**config.mk**
```make
export PLATFORM = sky130hd
export DESIGN_NAME = seq_adder16_ctrl
export DESIGN_NICKNAME = d
export VERILOG_FILES = /design/src/rtl/seq_adder16_ctrl_pkg.sv /design/src/rtl/seq_adder16_ctrl_add4.sv /design/src/rtl/seq_adder16_ctrl.sv
export SDC_FILE = /design/constraint.sdc
export NUM_CORES = 1
export LEC_CHECK = 0
export CAP_MARGIN = 20
export CORE_UTILIZATION = 46
export CTS_CLUSTER_SIZE = 25
export DETAILED_ROUTE_END_ITERATION = 8
export PLACE_DENSITY = 0.81
export SLEW_MARGIN = 20
export SYNTH_ARGS = -nofsm -noshare
export SYNTH_HDL_FRONTEND = slang
export SYNTH_SLANG_ARGS = --single-unit
```
**constraint.sdc**
```tcl
create_clock -name clock -period 3.6 [get_ports clock]
set_input_delay 1.08 -clock clock [delete_from_list [all_inputs] [get_ports clock]]
set_output_delay 1.08 -clock clock [all_outputs]
set_load 0.02 [all_outputs]
```
**src/rtl/seq_adder16_ctrl_pkg.sv**
```systemverilog
// Shared definitions for the nibble-serial adder: controller state encoding
// and the width of the time-shared adder slice.
package seq_adder16_ctrl_pkg;

    localparam int NIB_W = 4;

    typedef enum logic [1:0] {
        IDLE = 2'd0,
        RUN  = 2'd1,
        DONE = 2'd2
    } state_t;

endpackage

```
**src/rtl/seq_adder16_ctrl_add4.sv**
```systemverilog
// Combinational 4-bit ripple adder slice. c3 is the carry into bit 3, used
// by the controller to form two's-complement overflow on the top nibble.
module add4 (
    input  logic [3:0] a,
    input  logic [3:0] b,
    input  logic       ci,
    output logic [3:0] s,
    output logic       co,
    output logic       c3
);

    logic [4:0] c;

    always_comb begin
        c    = '0;
        s    = '0;
        c[0] = ci;
        for (int i = 0; i < 4; i++) begin
            s[i]     = a[i] ^ b[i] ^ c[i];
            c[i + 1] = (a[i] & b[i]) | (c[i] & (a[i] ^ b[i]));
        end
    end

    assign co = c[4];
    assign c3 = c[3];

endmodule

```
**src/rtl/seq_adder16_ctrl.sv**
```systemverilog
// Sequential W-bit adder: one add4 slice applied to one nibble per clock,
// LSB first, with registered sum/cout/ovf and a one-cycle done pulse.
module seq_adder16_ctrl
    import seq_adder16_ctrl_pkg::*;
#(
    parameter int N_NIB = 4,
    localparam int W    = NIB_W * N_NIB
) (
    input  logic         clock,
    input  logic         resetn,
    input  logic         start,
    input  logic [W-1:0] a,
    input  logic [W-1:0] b,
    input  logic         cin,
    output logic         busy,
    output logic         done,
    output logic [W-1:0] sum,
    output logic         cout,
    output logic         ovf
);

    localparam int IW                = (N_NIB > 1) ? $clog2(N_NIB) : 1;
    localparam logic [IW-1:0] LAST_IDX = IW'(N_NIB - 1);

    state_t         state, state_nxt;
    logic [W-1:0]   a_q, b_q, sum_q;
    logic           cin_q, carry_q, cout_q, ovf_q;
    logic [IW-1:0]  idx_q;

    logic [NIB_W-1:0] nib_a, nib_b, nib_s;
    logic             nib_ci, nib_co, nib_c3;

    assign nib_a  = a_q[idx_q * NIB_W +: NIB_W];
    assign nib_b  = b_q[idx_q * NIB_W +: NIB_W];
    // Nibble 0 takes the latched cin so no carry survives from a previous operation.
    assign nib_ci = (idx_q == '0) ? cin_q : carry_q;

    add4 u_add4 (
        .a  (nib_a),
        .b  (nib_b),
        .ci (nib_ci),
        .s  (nib_s),
        .co (nib_co),
        .c3 (nib_c3)
    );

    always_comb begin
        state_nxt = state;
        busy      = 1'b0;
        done      = 1'b0;
        case (state)
            IDLE: if (start) state_nxt = RUN;
            RUN: begin
                busy = 1'b1;
                if (idx_q == LAST_IDX) state_nxt = DONE;
            end
            DONE: begin
                done      = 1'b1;
                state_nxt = IDLE;
            end
            default: state_nxt = IDLE;
        endcase
    end

    always_ff @(posedge clock or negedge resetn) begin
        if (!resetn) state <= IDLE;
        else         state <= state_nxt;
    end

    always_ff @(posedge clock or negedge resetn) begin
        if (!resetn) begin
            a_q     <= '0;
            b_q     <= '0;
            cin_q   <= 1'b0;
            carry_q <= 1'b0;
            idx_q   <= '0;
            sum_q   <= '0;
            cout_q  <= 1'b0;
            ovf_q   <= 1'b0;
        end else begin
            case (state)
                IDLE: begin
                    if (start) begin
                        a_q   <= a;
                        b_q   <= b;
                        cin_q <= cin;
                        idx_q <= '0;
                    end
                end
                RUN: begin
                    sum_q[idx_q * NIB_W +: NIB_W] <= nib_s;
                    carry_q                       <= nib_co;
                    if (idx_q == LAST_IDX) begin
                        cout_q <= nib_co;
                        ovf_q  <= nib_co ^ nib_c3;
                    end else begin
                        idx_q <= idx_q + IW'(1);
                    end
                end
                default: ;
            endcase
        end
    end

    assign sum  = sum_q;
    assign cout = cout_q;
    assign ovf  = ovf_q;

endmodule
```
After elaboration in Yosys (flattened, before gate mapping)
Cells that the tools add are included.

Register bits: 56. Input port bits: 36. Output and inout port bits: 20. Word-level logic and storage cells: 59.

Add/subtract/negate cells: 2. Equal/unequal tests: 6. Shift-type cells: 4. Multiplexer cells: 10. Bitwise logic cells: 21. Reductions and logical operators: 7.

Operators with widths (count): $neg A4 Y34 (1); $shift A4 B34 Y16 const A (1); $shiftx A4 B34 Y16 (1); $shiftx A16 B5 Y4 (2); $bwmux W16 (1); $xor A1 B1 Y1 (9); $and A1 B1 Y1 (8); $mux W2 (4); $pmux W2 S2 (2); $ne A2 B2 Y1 const B (3); $reduce_and A2 Y1 (3); $eq A2 B2 Y1 const B (2); $logic_not A2 Y1 (2); $or A1 B1 Y1 (4); $mux W1 (3); $reduce_and A3 Y1 (1); $add A2 B1 Y2 const B (1); $eq A2 B1 Y1 const B (1); $reduce_bool A2 Y1 (1).

Depth between registers and ports, before layout
Word-level depth: 11. Gate-level depth with buffers: 13. Gate-level depth less buffers: 10.

Cells and area by module
Synthesis repeated with hierarchy kept, for this count alone.

Cells, all modules: 193. Area total of the unflattened synthesis: 2685.1 um2.

Modules (own cells, without submodules): seq_adder16_ctrl (times used 1, cells an instance 181, area an instance 2575.0 um2, sequential area each 1401.3 um2); add4 (times used 1, cells an instance 12, area an instance 110.1 um2, sequential area each 0.0 um2).

Least setup slack after synthesis
Ideal clock, no wire load.

Path type: register -> register. From: register idx_q[0]. To: register sum_q[7], in the netlist sum[7]. Setup time: 0.125 ns. Data arrival time: 3.506 ns. Data required time: 3.475 ns. Path slack: -0.030 ns. Cell stages (with the launch flop): 14. Path buffers: 3. Period minus slack after synthesis: 3.630 ns. Path through: dfrtp_1 buf_4 buf_2 inv_1 ha_1 buf_2 mux2i_1 fa_1 fa_1 fa_1 inv_1 fa_1 and4b_1 mux2_2.

Longest elaborated chain between the ends: 11. Elaborated cells between the ends (all ways): 25. Classes of those cells: 1 x add/sub; 4 x shift; 2 x mux; 17 x bitwise; 1 x reduce/logical.

Ends and longest elaborated chain: start: declaration (RTL line seq_adder16_ctrl.sv:28) `logic [IW-1:0] idx_q;`; start signal: assignment (RTL line seq_adder16_ctrl.sv:97) `idx_q <= idx_q + IW'(1);`; $shiftx A16 B5 Y4 (tied with other cells) (RTL line seq_adder16_ctrl.sv:33) `assign nib_a = a_q[idx_q * NIB_W +: NIB_W];`; $xor A1 B1 Y1 / $mux W1 (equally long branches) (RTL line seq_adder16_ctrl_add4.sv:19, seq_adder16_ctrl_add4.sv:20, seq_adder16_ctrl.sv:36); $and A1 B1 Y1 (RTL line seq_adder16_ctrl_add4.sv:20) `c[i + 1] = (a[i] & b[i]) | (c[i] & (a[i] ^ b[i]));`; $or A1 B1 Y1 (RTL line seq_adder16_ctrl_add4.sv:20); $and A1 B1 Y1 (RTL line seq_adder16_ctrl_add4.sv:20); $or A1 B1 Y1 (RTL line seq_adder16_ctrl_add4.sv:20); $and A1 B1 Y1 (RTL line seq_adder16_ctrl_add4.sv:20); $or A1 B1 Y1 (RTL line seq_adder16_ctrl_add4.sv:20); $xor A1 B1 Y1 (RTL line seq_adder16_ctrl_add4.sv:19) `s[i] = a[i] ^ b[i] ^ c[i];`; $shiftx A4 B34 Y16 (RTL line seq_adder16_ctrl.sv:91) `sum_q[idx_q * NIB_W +: NIB_W] <= nib_s;`; $bwmux W16 * (RTL line seq_adder16_ctrl.sv:91); end signal: indexed assignment (RTL line seq_adder16_ctrl.sv:91); end: declaration (RTL line seq_adder16_ctrl.sv:26) `logic [W-1:0] a_q, b_q, sum_q;`.

Mark *: on every way between the ends. The rest lies on a longest branch, timed or not. A chain may end at the register's enable or synchronous reset.

Worst setup path after layout
From: register idx_q[1]. To: register sum_q[7], in the netlist sum[7].

The elaborated chain is that of the path after synthesis.

==> impl_results.rst <==
.. list-table::
   :header-rows: 1

   * - Metric
     - Value
   * - Overall routing resource usage
     - 19.2%
   * - Worst Reg2Reg Path Length in Cells
     - 10
   * - Number of I/O port buffers
     - 55
   * - Area used by multi-input combinational logic
     - between 1000 and 1500 µm²
   * - Post-synth EDFFs
     - 0
   * - Cell internal power dissipation
     - 2.08 mW
   * - RePlAce Congestion
     - between 0.7 and 0.8
   * - Average cell area after synthesis
     - 15.1 µm²
   * - Total Nets Final
     - 287
   * - Global route total overflow
     - 0
   * - Total number of yosys warnings
     - 0
   * - Number of I/O pins
     - 56
   * - Synthesized netlist net count
     - 228
   * - Routed len/inst
     - 16.4 µm
   * - Inserted Clock Buffers
     - 5
   * - Synth area leader
     - dfrtp_1
   * - Cell Count, Final, Fillers Out
     - 314
   * - Antenna violations before repair
     - 0
   * - Unique cell type count in the Yosys netlist
     - 27
   * - Most used flip-flop cell after synthesis
     - dfrtp_1
   * - H-Tree Depth
     - 2
   * - Number of post-CTS setup repair buffers
     - 0
   * - Residual DRC count
     - 0
   * - Startpoint class of the critical path
     - flop
   * - Die boundary height
     - 79.3 µm
   * - Crit Path Category
     - reg2reg
   * - Logic gate share of total power
     - ~55%
   * - Final hold slack
     - 0.501 ns
   * - Static Leak
     - 1.50 nW
   * - Worst-margin pin slew
     - 0.563 ns
   * - Count of cells along the worst hold path
     - 1
   * - Met1 Usage GRT
     - 26.6%
   * - CP Data Required Time
     - 3.79 ns
   * - Crit Reg-Reg Startpoint
     - idx_q[1]
   * - Initial core utilization
     - approximately half
   * - DR vias
     - around 1.7k
   * - CTS clk-pin slew, worst paths
     - ~0.090 ns
   * - Worst-case clock skew
     - 0.00738 ns
   * - Beginning of the worst hold path
     - b_q[11]
   * - Top area cells in the synthesized netlist
     - dfrtp_1 (51%), mux2_2 (17%), mux4_2 (6.6%)
   * - Yosys top cell area share
     - 51.0%
   * - Post-synthesis instance area
     - 2750 µm²
   * - Final Worst Setup Slack
     - 0.285 ns
   * - Diodes inserted
     - 0
   * - Share of flip-flops with an asynchronous set or reset after synthesis
     - 100%
   * - Setup tns final
     - 0 ns
   * - Vias per cell
     - 5.41
   * - Hold Crit Class
     - reg2reg
   * - Portion of total power attributed to the clock network
     - 12.1%
   * - Std cell rows
     - 27
   * - Worst IR Drop VDD
     - slightly below 0.0005 V
   * - Switching pwr
     - 1.24 mW
   * - Power density cells
     - 957 nW/µm²
   * - Crit path max fanout
     - 7
   * - Most heavily used metal layer in global routing
     - met2
   * - Routed wire length
     - 5140 µm
   * - Final worst path period need
     - approximately 3.3 ns
   * - Global-route wire length before repair
     - 9140 µm
   * - Final hold vios
     - 0
   * - Top-count cell post-synth
     - dfrtp_1
   * - Number of global-route vias before repair
     - 1833
   * - Critical path endpoint category
     - flop
   * - Reg area
     - 1400 µm²
   * - Period Utilization, post-route
     - 92.1%
   * - Post-synthesis sequential area ratio
     - 51.0%
   * - Clock latency of the later-clocked register in the worst-skew pair
     - 0.31 ns
   * - Switching power share of the total
     - 37.3%
   * - Max capacitance violation total
     - 0
   * - Number of inserted filler cells in the final layout
     - 417
   * - Area of the placeable core
     - 5640 µm²
   * - Final HPWL DP
     - 3850 µm
   * - CTS Sinks
     - 56
   * - Pin count of the biggest net entering global routing
     - 35
   * - Status
     - completed
   * - Cell total after placement
     - 306
   * - Worst-case hold path end point
     - b_q[11]
   * - Power share of the sequential group
     - 33.0%
   * - Slew margin rel.
     - a little over three fifths
   * - Total of endpoints with negative setup slack in the final report
     - 0
   * - Die area
     - 6290 µm²
   * - Count of routing violations after the opening detailed-route iteration
     - 104
   * - Synth-to-layout area growth
     - 26.3%
   * - Synth Register Bits
     - 56
   * - Worst Path Arrival
     - 3.51 ns
   * - Number of slew-limit violations in the final report
     - 0
   * - Cell chosen for the clock root
     - clkbuf_8
   * - Number of hold buffers added after cts
     - 0
   * - Worst flop-to-flop path endpoint
     - sum[7]
   * - Maximum root-to-sink buffer count
     - 2
   * - Flop-to-flop setup slack
     - ~0.28 ns
   * - Chip Width
     - 79.3 µm
   * - RSZ-0062 raised after global routing
     - false
   * - GR Util met2
     - 30.2%
   * - Pre-CTS setup slack
     - 0.308 ns
   * - Synthesized instance count
     - between 150 and 200
   * - Post-detailed-route count of antenna-violating nets
     - 0
   * - Share of layout cells above drive strength 1
     - 28.1%
   * - TritonCTS clock tree
     - built
   * - CTS-repair resized insts
     - 0
   * - Most common library cells after synthesis
     - dfrtp_1 (56), mux2_2 (42), nor4bb_1 (11), inv_1 (10)
   * - Drt pass-1 iters
     - 4
   * - Met3 Use GR
     - 4.48%
   * - Max frequency
     - 302 MHz
## state kept, by name, summed over array words and instances, names as in the netlist
| name | count |
|---|---|
| state | 2 |
| idx_q | 2 |
| cin_q | 1 |
| a_q | 16 |
| ovf | 1 |
| carry_q | 1 |
| b_q | 16 |
| sum | 16 |
| cout | 1 |
## worst max-delay path by stage
stage / from / endpoint / cells past startpoint
final: idx_q[1] / sum[7] / 10
after global routing: idx_q[0] / sum[7] / 10
after CTS: idx_q[0] / sum[7] / 10
after detailed placement: idx_q[0] / sum[7] / 10
after global placement: idx_q[0] / sum[7] / 10
after floorplan: idx_q[0] / sum[7] / 13
## through the flow
| step | utilization [%] | power (mW) | cell area, µm² |
|---|---|---|---|
| global route | 61.6 | 3.58 | 3470 |
| detailed placement | 59.7 | 2.93 | 3370 |
| finish | 61.6 | 3.32 | 3470 |
| global placement | 59.7 | 2.88 | 3370 |
| floorplan | - | 2.39 | 2760 |
| CTS | 61.6 | 3.34 | 3470 |
## power by group through the flow
stage	logic, mW	registers (mW)	clock network, mW
after detailed placement	1.82	1.12	0
after global routing	2.00	1.14	0.443
after floorplan	1.29	1.10	0
final	1.82	1.10	0.403
after CTS	1.83	1.10	0.412
after global placement	1.77	1.11	0
## worst max-delay path, stage by stage, from the launching register on
cell,delay [ns]
dfrtp_1,0.51
inv_1,0.13
ha_1,0.22
mux2i_1,0.13
fa_1,0.38
fa_1,0.39
fa_1,0.42
inv_1,0.09
fa_1,0.46
and4b_1,0.23
mux2_2,0.25
## final cells by class
type	count	area share (%)
Sequential cell	56	40.3
Multi-Input combinational cell	105	35.5
Timing Repair Buffer	63	17.4
Tap cell	72	2.59
Clock buffer	6	2.09
Inverter	10	1.08
Clock inverter	2	1.01
## metal layers
metal,vias to the layer above,part of all wire (%)
met4,0,0.89
met2,50,50
met3,6,4.0
met5,-,0
li1,792,-
met1,851,45
## logic make-up after synthesis
kind of cell | count (synthesis) | share of synthesized area [%]
xor+xnor | 1 | 0.319
flops | 56 | 51.0
buf+inv | 21 | 4.23
fa+ha+maj | 10 | 5.64
compound gates | 12 | 3.73
mux | 53 | 24.9
simple gates | 29 | 10.2
## cell usage in the layout (no fill, tap or decap), types with 2 or more instances in the layout
| master | Yosys | layout |
|---|---|---|
| buf_4 | 3 | 8 |
| inv_1 | 10 | 10 |
| nor4bb_1 | 11 | 11 |
| mux2_1 | 2 | 2 |
| and3_1 | 2 | 2 |
| and4b_1 | 3 | 3 |
| fa_1 | 4 | 4 |
| nor4b_1 | 4 | 4 |
| nand3b_1 | 2 | 2 |
| ha_1 | 6 | 6 |
| clkbuf_8 | 0 | 5 |
| clkdlybuf4s50_1 | 0 | 54 |
| mux4_2 | 8 | 8 |
| nor3b_4 | 2 | 2 |
| dfrtp_1 | 56 | 56 |
| mux2_2 | 42 | 42 |
| a22o_1 | 8 | 8 |
| and3b_1 | 3 | 3 |
| a211o_1 | 2 | 2 |
Power figures use the tool's default switching activity.
